===== src/rtl/nand_sweep_pkg.sv =====
// Shared types and constants for the NAND function-block sweep sequencer.
// Latency: n/a (declarations only). Backpressure: n/a.
// State encoding and vector/counter widths used by the sequencer and its bench.
package nand_sweep_pkg;

    typedef enum logic [1:0] {
        IDLE,
        SETTLE,
        SAMPLE,
        DONE
    } sweep_state_t;

    localparam int          NUM_VECTORS    = 16;
    localparam logic [15:0] DEFAULT_GOLDEN = 16'h1F55;
    localparam int          IDX_W          = 4;
    localparam int          CNT_W          = 5;

endpackage


===== src/rtl/sweep_settle_timer.sv =====
// Loadable down-counter that measures the stimulus settle window.
// Latency: zero asserts load_val cycles after load. Backpressure: none, free-running.
// Holds at zero until reloaded.
module sweep_settle_timer #(
    parameter int W = 2
) (
    input  logic         clk,
    input  logic         rst_n,
    input  logic         load,
    input  logic [W-1:0] load_val,
    output logic         zero
);

    logic [W-1:0] cnt;

    always_ff @(posedge clk or negedge rst_n) begin
        if (!rst_n) begin
            cnt <= '0;
        end else if (load) begin
            cnt <= load_val;
        end else if (cnt != '0) begin
            cnt <= cnt - 1'b1;
        end
    end

    assign zero = (cnt == '0);

endmodule


===== src/rtl/nand_sweep_sequencer.sv =====
// Self-check controller: drives all 16 {w,x,y,z} vectors, samples f, compares to GOLDEN.
// Latency: 16*(SETTLE_CYCLES+1) edges from start to done. Backpressure: start ignored unless IDLE.
// SWEEP_STOP_ON_FAIL_EN: end the sweep at the first mismatching vector.
module nand_sweep_sequencer
    import nand_sweep_pkg::*;
#(
    parameter int          SETTLE_CYCLES = 2,
    parameter logic [15:0] GOLDEN        = DEFAULT_GOLDEN
) (
    input  logic                   clk,
    input  logic                   rst_n,
    input  logic                   start,
    output logic                   w,
    output logic                   x,
    output logic                   y,
    output logic                   z,
    input  logic                   f,
    output logic                   busy,
    output logic                   done,
    output logic                   pass,
    output logic [NUM_VECTORS-1:0] result,
    output logic [NUM_VECTORS-1:0] mismatch,
    output logic [CNT_W-1:0]       err_count
);

    if (SETTLE_CYCLES < 1 || SETTLE_CYCLES > 15) begin : g_bad_settle
        $error("nand_sweep_sequencer: SETTLE_CYCLES must be 1..15");
    end

    localparam int             TW       = $clog2(SETTLE_CYCLES + 1);
    localparam logic [TW-1:0]  RELOAD   = TW'(SETTLE_CYCLES - 1);
    localparam logic [IDX_W-1:0] LAST_IDX = IDX_W'(NUM_VECTORS - 1);

    sweep_state_t             state;
    logic [IDX_W-1:0]         idx;
    logic [IDX_W-1:0]         vec;
    logic                     tmr_load;
    logic                     tmr_zero;
    logic                     miss;
    logic [NUM_VECTORS-1:0]   hit;
    logic [NUM_VECTORS-1:0]   mismatch_nxt;
    logic                     finish;

    // Reloading in IDLE as well as SAMPLE means the accept edge arms the first window.
    assign tmr_load = (state == IDLE) || (state == SAMPLE);

    sweep_settle_timer #(.W(TW)) u_settle_timer (
        .clk      (clk),
        .rst_n    (rst_n),
        .load     (tmr_load),
        .load_val (RELOAD),
        .zero     (tmr_zero)
    );

    assign miss         = f ^ GOLDEN[idx];
    assign hit          = NUM_VECTORS'(miss) << idx;
    assign mismatch_nxt = mismatch | hit;
`ifdef SWEEP_STOP_ON_FAIL_EN
    assign finish = (idx == LAST_IDX) || miss;
`else
    assign finish = (idx == LAST_IDX);
`endif

    assign {w, x, y, z} = vec;

    always_ff @(posedge clk or negedge rst_n) begin
        if (!rst_n) begin
            state     <= IDLE;
            idx       <= '0;
            vec       <= '0;
            busy      <= 1'b0;
            done      <= 1'b0;
            pass      <= 1'b0;
            result    <= '0;
            mismatch  <= '0;
            err_count <= '0;
        end else begin
            done <= 1'b0;
            case (state)
                IDLE: begin
                    if (start) begin
                        result    <= '0;
                        mismatch  <= '0;
                        err_count <= '0;
                        pass      <= 1'b0;
                        idx       <= '0;
                        vec       <= '0;
                        busy      <= 1'b1;
                        state     <= SETTLE;
                    end
                end
                SETTLE: begin
                    if (tmr_zero) begin
                        state <= SAMPLE;
                    end
                end
                SAMPLE: begin
                    result[idx] <= f;
                    mismatch    <= mismatch_nxt;
                    if (miss) begin
                        err_count <= err_count + 1'b1;
                    end
                    if (finish) begin
                        done  <= 1'b1;
                        pass  <= (mismatch_nxt == '0);
                        state <= DONE;
                    end else begin
                        idx   <= idx + 1'b1;
                        vec   <= idx + 1'b1;
                        state <= SETTLE;
                    end
                end
                DONE: begin
                    busy  <= 1'b0;
                    state <= IDLE;
                end
                default: state <= IDLE;
            endcase
        end
    end

endmodule

===== config.mk =====
export PLATFORM = sky130hd
export DESIGN_NAME = nand_sweep_sequencer
export DESIGN_NICKNAME = d
export VERILOG_FILES = /design/src/rtl/nand_sweep_pkg.sv /design/src/rtl/sweep_settle_timer.sv /design/src/rtl/nand_sweep_sequencer.sv
export SDC_FILE = /design/constraint.sdc
export NUM_CORES = 1
export LEC_CHECK = 0
export BUFFER_PORTS_ARGS = -buffer_cell sky130_fd_sc_hd__buf_2
export CAP_MARGIN = 0
export CELL_PAD_IN_SITES_DETAIL_PLACEMENT = 1
export CELL_PAD_IN_SITES_GLOBAL_PLACEMENT = 2
export CORE_AREA = 2 2 92 94
export CTS_BUF_LIST = sky130_fd_sc_hd__clkbuf_4
export DETAILED_ROUTE_END_ITERATION = 7
export DIE_AREA = 0 0 94 96
export PLACE_DENSITY_LB_ADDON = 0.1
export RECOVER_POWER = 50
export SETUP_SLACK_MARGIN = 0.4
export SKIP_LAST_GASP = 1
export SYNTH_ARGS = -nofsm -noshare
export SYNTH_HDL_FRONTEND = slang
export SYNTH_HIERARCHICAL = 1
export SYNTH_SLANG_ARGS = --single-unit

===== constraint.sdc =====
create_clock -name clk -period 2.3 [get_ports clk]
set_input_delay 0.46 -clock clk [delete_from_list [all_inputs] [get_ports clk]]
set_output_delay 0.46 -clock clk [all_outputs]
set_load 0.1 [all_outputs]

==> results of run 1 <==
## cells in the final DEF, fill, tap and decap left out, types with 7 or more instances in the layout
cell | synthesis | final
dfrtp_1 | 48 | 45
buf_2 | 3 | 44
nand2_1 | 38 | 38
buf_4 | 0 | 14
o31ai_1 | 12 | 12
o21ai_0 | 13 | 12
nor2_1 | 11 | 11
mux2i_1 | 8 | 8
o211ai_1 | 7 | 7
## flip-flops by register name, summed over array words and instances, names as in the netlist
| name | count |
|---|---|
| pass | 1 |
| result | 16 |
| busy | 1 |
| u_settle_timer/cnt | 2 |
| vec | 4 |
| err_count | 5 |
| state | 2 |
| mismatch | 16 |
| done | 1 |
## worst min path at each step
stage                 startpoint  slack [ns]  cells after the start            to
floorplan                  rst_n        0.16                      0          busy
global placement    err_count[4]        0.47                      1  err_count[4]
detailed placement  err_count[4]        0.47                      1  err_count[4]
CTS                        rst_n        0.07                      1     result[5]
global route               start        0.35                      2      state[0]
finish                     start        0.35                      2      state[0]
## critical path, delay by kind of cell (launching register included)
kind	cells	cell delay [ns]
AOI/OAI and AO/OA	2	0.31
adders and majority gates	1	0.25
buffers and inverters	1	0.22
DFF	1	0.49
and+or+nand+nor	2	0.61
## power breakdown
part,internal [mW],switching [mW]
Sequential,0.970,0.111
Clock,0.227,0.294
Combinational,0.363,1.05
## cell type report
type / instances / share of cell area (%)
timing repair buffer: 63 / 12.03
inverter: 8 / 1.086
sequential: 48 / 42.08
multi-input combinational: 168 / 37.47
tap: 105 / 4.559
clock inverter: 3 / 1.476
clock buffer: 5 / 1.303
## routing by layer
layer | GRT usage (%) | share of wire, %
met2 | 26.31 | 49
met5 | 0 | 0
met1 | 21.23 | 46
met3 | 2.741 | 3.9
met4 | 3.865 | 0.98
## per-stage QoR
step | cell area (um^2) | utilization [%] | instances | hold slack, ns | worst slack (ns)
after floorplan | 2390 | - | 240 | 0.1644 | 0.1713
after global placement | 2743 | 34.06 | 385 | 0.4740 | 0.4696
after detailed placement | 2743 | 34.06 | 385 | 0.4733 | 0.4469
after CTS | 2830 | 35.15 | 393 | 0.06941 | 0.4125
after global routing | 2882 | 35.79 | 400 | 0.3532 | 0.2148
final | 2882 | 35.79 | 400 | 0.3489 | 0.3429
## repair_timing
| item | in CTS | in global routing |
|---|---|---|
| endpoints found under the setup margin | 2 | 10 |
| buffers inserted | 0 | 7 |
| pin swaps | 0 | 1 |
| resized for setup | 3 | 4 |
## cell families after synthesis
logic type | Yosys count | share of synthesized area (%)
buffers and inverters | 24 | 4.304
AND/OR/NAND/NOR | 86 | 17.91
other | 2 | 0.3189
adder cells (fa/ha/maj) | 6 | 3.188
multiplexers | 9 | 3.879
flip-flops | 48 | 51.01
AO/OA/AOI/OAI | 61 | 17.91
XOR/XNOR | 4 | 1.488
==> results.toml, run 1 <==
[yosys]
syn_inst = 240
synth.most_common_cell = "dfrtp_1"
async_flop_share_pct = 100.0
yosys_most_used_dff = "dfrtp_1"
synth_edf_count = 0
syn_avg_cell_area_um2 = 9.811
synth_fp_nets = 250
synth_top_area_share_pct = 51.01
yosysUniqueCellTypes = 49
netlist_top_cells_area = "dfrtp_1 51%, nand2_1 6.1%, o31ai_1 3.8%, mux2i_1 3.4%, ha_1 3.2%"
yosysTopAreaCell = "dfrtp_1"
ys_seq_area_share_pct = 51.01
synth_common_cells = "48 x dfrtp_1, 38 x nand2_1, 13 x o21ai_0, 12 x o31ai_1"
ys_warn_count = 6
syn_area_um2 = 2355
ys_ff_latch = 48

[clock_tree]
clock_latency_ns = 0.38
clk_path_buf_depth = 2
cts_hold_buf = 0
path_clk_slew_ns = 0.15
clockRootBuffer = "clkbuf_4"
cts_tree = "yes"
cts_inserted_buffers = 5
h-tree-depth = 2
cts_sinks = 48

[pwr]
p_total_mw = 3.014
leakage_nw = 1.422
vdd_drop_max_v = 0.0005394
power_density_nw_per_um2 = 1046

[timing]
worstMarginPinSlew_ns = 1.451
finalCritPeriodShare_pct = 85.09
finClkSkew_ns = 0.02167
fin_crit_ns = 1.957
max_slew_margin_pct = 3.263
hold_viol_final = 0
maxSlewViolCount = 0
fmax_mhz = 511.0
finalSetupViolCount = 0
rsz0062_at_grt = "yes"
fin_tns_setup_ns = 0

[outcome]
status = "completed"

[worst_setup_path]
rrSetupSlack_ns = 0.34
timing.rr.end = "mismatch[8]"
worstPathCellList = "clkinvlp_2 -> ha_4 -> and2b_1 -> o21ai_0 -> or3_1 -> o31ai_1"
crit_required_ns = 2.58
cp-start-kind = "register"
cp.arrival_ns = 2.24
slowest_delay_ns = 0.49
path_max_fanout = 8
worstSetupPathType = "register to register"
timing.rr.start = "vec[0]"
cp-startpoint = "vec[0]"
end_kind = "register"
endpoint = "mismatch[8]"
r2r_cells = 6
slowest_stage = "dfrtp_4"

[die]
core-area_um2 = 8051
fp.dieW_um = 94
io-pin-count = 48
initial_core_util_pct = 29.25
die_y_um = 96
num_rows = 33
design.die.area_um2 = 9024

[final_layout]
area_growth_pct = 22.37
seq_area_um2 = 1212
fillers = 954
num_antenna_cells = 0
drive_above_1_share_pct = 27.12
nets = 304
multi_input_area_um2 = 1080

[place]
gp_congestion = 0.7136
portBuffers = 47
dp_hpwl_mm = 4.861

[grt]
grt_antenna_before_repair = 0
grt_pass1_vias = 2068
gr-total-overflow = 0
grt_pass1_wl_mm = 11.11
grt_max_degree = 29
grt.total_usage_pct = 15.72

[detailed_routing]
antenna_left = 0
drt_pre_antenna_iters = 4
via_per_inst = 4.995
vias = 1998
drc_errors = 0
routed_wl_mm = 6.721
first_iter_violations = 84
wl_per_cell_um = 16.80

[min_path]
hp-class = "primary input to register"

[flow_run]
cap_violations = 0
No activity file was read; power rests on OpenSTA's default activity.
==> run 2: changes to the inputs <==
- CORE_AREA: 2 2 92 94 -> 2 2 86 88
- DIE_AREA: 0 0 94 96 -> 0 0 88 90
==> results.toml, run 2 (synthesized netlist as in run 1, its figures left out) <==
[final_layout]
area_growth_pct = 20.56
largestRegisters = "mismatch (16), result (16), err_count (5)"
stdcell_area_um2 = 2839
num_antenna_cells = 0
most-common-layout-cells = "44 x dfrtp_1, 38 x nand2_1, 34 x buf_2"
nets = 299
layout_commonest_cell = "dfrtp_1"
drive_above_1_share_pct = 26.21
instances_no_fill = 389

[grt]
gr-total-overflow = 0
grt_pass1_wl_mm = 10.54
grt_max_degree = 30
grt_pass1_vias = 1981
grt_antenna_before_repair = 0
grt.total_usage_pct = 16.90

[worst_setup_path]
worstPathCellList = "buf_4"
path_max_fanout = 26
slowest_stage = "dfrtp_4"
crit_buf_inv = 1
crit_required_ns = 1.84
worstSetupPathType = "register to output pin"
slowest_delay_ns = 0.63
cpLargestDelayFamily = "flip-flops"
end_kind = "output pin"
cp-start-kind = "register"
cp.arrival_ns = 1.37

[die]
io-pin-count = 48
num_rows = 31
fp.dieW_um = 88
initial_core_util_pct = 33.54
die_y_um = 90
design.die.area_um2 = 7920
core-area_um2 = 7020

[timing]
finalSetupViolCount = 0
fmax_mhz = 546.3
fin_crit_ns = 1.831
worstMarginPinSlew_ns = 1.072
rsz0062_at_grt = "yes"
finClkSkew_ns = 0.01621
max_slew_margin_pct = 28.55
maxSlewViolCount = 0
finalCritPeriodShare_pct = 79.59
fin_tns_setup_ns = 0
hold_viol_final = 0

[pwr]
leakage_nw = 1.385
vdd_drop_max_v = 0.0004896
power_density_nw_per_um2 = 1018

[clock_tree]
clock_latency_ns = 0.38
cts_inserted_buffers = 5
path_clk_slew_ns = 0.16
h-tree-depth = 2
clockRootBuffer = "clkbuf_4"
clk_path_buf_depth = 2
cts_sinks = 48
cts_tree = "yes"

[detailed_routing]
wl_per_cell_um = 16.33
drt_pre_antenna_iters = 4
antenna_left = 0
via_per_inst = 5.129
routed_wl_mm = 6.353
first_iter_violations = 134
vias = 1995
drc_errors = 0

[place]
gp_congestion = 0.7615
place_area_um2 = 2725
dp_cells = 376
dp_hpwl_mm = 4.426
portBuffers = 47

[min_path]
hp-class = "primary input to register"

[outcome]
status = "completed"

[flow_run]
cap_violations = 0
-- run 2: cell count changes in the layout (fill, tap and decap cells not counted), moves of 2 or more --
| cell | previous run | this run |
|---|---|---|
| buf_2 | 44 | 34 |
| buf_4 | 14 | 9 |
| clkbuf_2 | 2 | 11 |
| clkinvlp_4 | 1 | 3 |
-- run 2: metrics by stage --
| stage | hold WS [ns] | setup slack, ns | power, mW | utilization, % |
|---|---|---|---|---|
| floorplan | 0.1644 | 0.1713 | 2.159 | - |
| global placement | 0.2659 | 0.3510 | 2.436 | 38.82 |
| detailed placement | 0.2609 | 0.2889 | 2.447 | 38.82 |
| CTS | 0.3350 | 0.4327 | 2.897 | 40.24 |
| global route | 0.3630 | 0.2023 | 3.067 | 40.44 |
| finish | 0.3498 | 0.4695 | 2.890 | 40.44 |
-- run 2: per-layer routing --
metal,share of wire [%],global-route usage [%],vias up
met3,3.4,3.306,5
li1,-,-,960
met4,0.82,3.462,0
met1,47,23.63,994
met2,48,27.08,36
met5,0,0,-
-- run 2: where the power goes --
group | total (mW) | leakage (nW) | switching (mW) | internal (mW)
Clock | 0.416 | 0.0249 | 0.300 | 0.116
Sequential | 1.09 | 0.646 | 0.118 | 0.970
Combinational | 1.39 | 0.715 | 1.04 | 0.349
Total | 2.89 | 1.39 | 1.46 | 1.43
-- run 2: repair_timing --
item                                    CTS  global route
endpoints found under the setup margin   10             7
hold buffers                              1             0
buffers inserted                          2             2
resized for setup                         6             3
hold endpoints to repair                  2             0
-- run 2: final timing paths --
kind	to	startpoint	cells past startpoint	slack (ns)
setup / recovery	x	vec[2]	1	0.47
hold / removal	state[0]	start	2	0.35
setup reg to reg	err_count[4]	vec[1]	6	0.47
hold reg to reg	err_count[4]	err_count[4]	1	0.50
max in group asynchronous	vec[3]	rst_n	3	0.55
min in group asynchronous	result[5]	rst_n	2	0.40
-- run 2: cell type report --
cell class / instances / area, um^2
inverter: 8 / 36.28
sequential: 48 / 1216
fill: 823 / 4182
timing repair buffer: 58 / 330.3
clock inverter: 3 / 18.77
multi-input combinational: 168 / 1076
tap: 99 / 123.9
clock buffer: 5 / 37.54
==> run 3: changes to the inputs <==
- clock period: 2.3 -> 1.78 ns (I/O delays scaled with it)
==> results.toml, run 3 (synthesized netlist as in run 1, its figures left out) <==
[timing]
finClkSkew_ns = 0.01253
fin_crit_ns = 1.729
finalCritPeriodShare_pct = 97.16
fmax_mhz = 578.2
hold_ws_ns = 0.2325
hold_viol_final = 0
max_slew_margin_pct = 25.30
worstMarginPinSlew_ns = 1.121
maxSlewViolCount = 0
setup_slack_ns = 0.05052
rsz0062_at_grt = "yes"
finalSetupViolCount = 0

[worst_setup_path]
end_kind = "register"
path_max_fanout = 5
slowest_stage = "dfrtp_4"
cpLargestDelayFamily = "simple AND/OR/NAND/NOR gates"
worstSetupPathType = "register to register"
crit_required_ns = 2.07
rrSetupSlack_ns = 0.05
cp.arrival_ns = 2.02
slowest_delay_ns = 0.52
cp-start-kind = "register"
crit_buf_inv = 1
worstPathCellList = "inv_4 -> ha_4 -> and3b_2 -> or3_4 -> a21o_1 -> mux2i_1"

[grt]
grt_antenna_before_repair = 0
grt.total_usage_pct = 20.14
grt_pass1_wl_mm = 12.52
grt_pass1_vias = 2374
grt_max_degree = 26
gr-total-overflow = 0

[place]
gp_congestion = 0.8065
portBuffers = 47
dp_cells = 387
preCtsSetupSlack_ns = -0.03693
dp_hpwl_mm = 4.832

[die]
die_y_um = 90
design.die.area_um2 = 7920
core-area_um2 = 7020
num_rows = 31
fp.dieW_um = 88
initial_core_util_pct = 33.54
io-pin-count = 48

[detailed_routing]
drc_errors = 0
drt_pre_antenna_iters = 4
wl_per_cell_um = 18.03
routed_wl_mm = 8.022
antenna_left = 0
vias = 2277
via_per_inst = 5.117
first_iter_violations = 47

[min_path]
hp-class = "primary input to register"

[pwr]
p_total_mw = 4.498
vdd_drop_max_v = 0.0007714
leakage_nw = 1.800
power_density_nw_per_um2 = 1152

[outcome]
status = "completed"

[final_layout]
final_util_pct = 55.61
area_growth_pct = 65.78
drive_above_1_share_pct = 47.69
instances_no_fill = 445
fillers = 764
most-common-layout-cells = "55 x buf_4, 40 x dfrtp_1, 35 x nand2_1"
nets = 355
num_antenna_cells = 0
layout_commonest_cell = "buf_4"
largestRegisters = "mismatch (16), result (16), err_count (5)"

[clock_tree]
clockRootBuffer = "clkbuf_4"
cts_tree = "yes"
cts_sinks = 48
cts_inserted_buffers = 5
h-tree-depth = 2
clock_latency_ns = 0.39
clk_path_buf_depth = 2
path_clk_slew_ns = 0.15

[flow_run]
cap_violations = 0
-- run 3: per-layer routing --
metal,vias to the layer above,track usage (%),wire (um)
met1,1157,26.71,3543
met2,38,33.65,4160
met3,8,3.949,222
li1,1074,-,-
met4,0,4.615,95
met5,-,0,0
-- run 3: stage by stage --
step / area [um^2] / TNS, ns
floorplan: 2432 / -2.181
global placement: 2853 / 0
detailed placement: 2853 / -0.03693
CTS: 3739 / 0
global route: 3904 / -0.03948
finish: 3904 / 0
-- run 3: worst paths after layout --
| kind | from | end | depth (start not counted) |
|---|---|---|---|
| max in group asynchronous | rst_n | err_count[3] | 3 |
| min in group asynchronous | rst_n | result[5] | 2 |
| worst min register to register | result[15] | result[15] | 2 |
| worst max register to register | vec[1] | err_count[4] | 6 |
| worst max-delay path | vec[1] | err_count[4] | 6 |
| worst min-delay path | start | state[0] | 2 |
-- run 3: cell type report --
class | instances | area, um^2 | area share, %
sequential | 48 | 1221 | 31.28
tap | 99 | 123.9 | 3.173
timing repair buffer | 114 | 1204 | 30.83
multi-input combinational | 168 | 1269 | 32.50
clock buffer | 5 | 37.54 | 0.9615
inverter | 8 | 35.03 | 0.8974
clock inverter | 3 | 13.76 | 0.3526
-- run 3: worst register-to-register path: stages (launching register included) --
cell,delay [ns]
dfrtp_4,0.52
inv_4,0.07
ha_4,0.14
and3b_2,0.26
or3_4,0.35
a21o_1,0.19
mux2i_1,0.11
-- run 3: repair_timing --
item	CTS	global route
buffers inserted	32	17
pin swaps	12	11
setup endpoints to repair	80	87
gates resized for setup	166	60
endpoints found under the hold margin	15	0
hold buffers	1	0
-- run 3: where the power goes --
group | leakage, nW | internal [mW] | switching [mW]
logic | 1.13 | 0.964 | 1.60
clock network | 0.0324 | 0.146 | 0.394
registers | 0.640 | 1.26 | 0.132
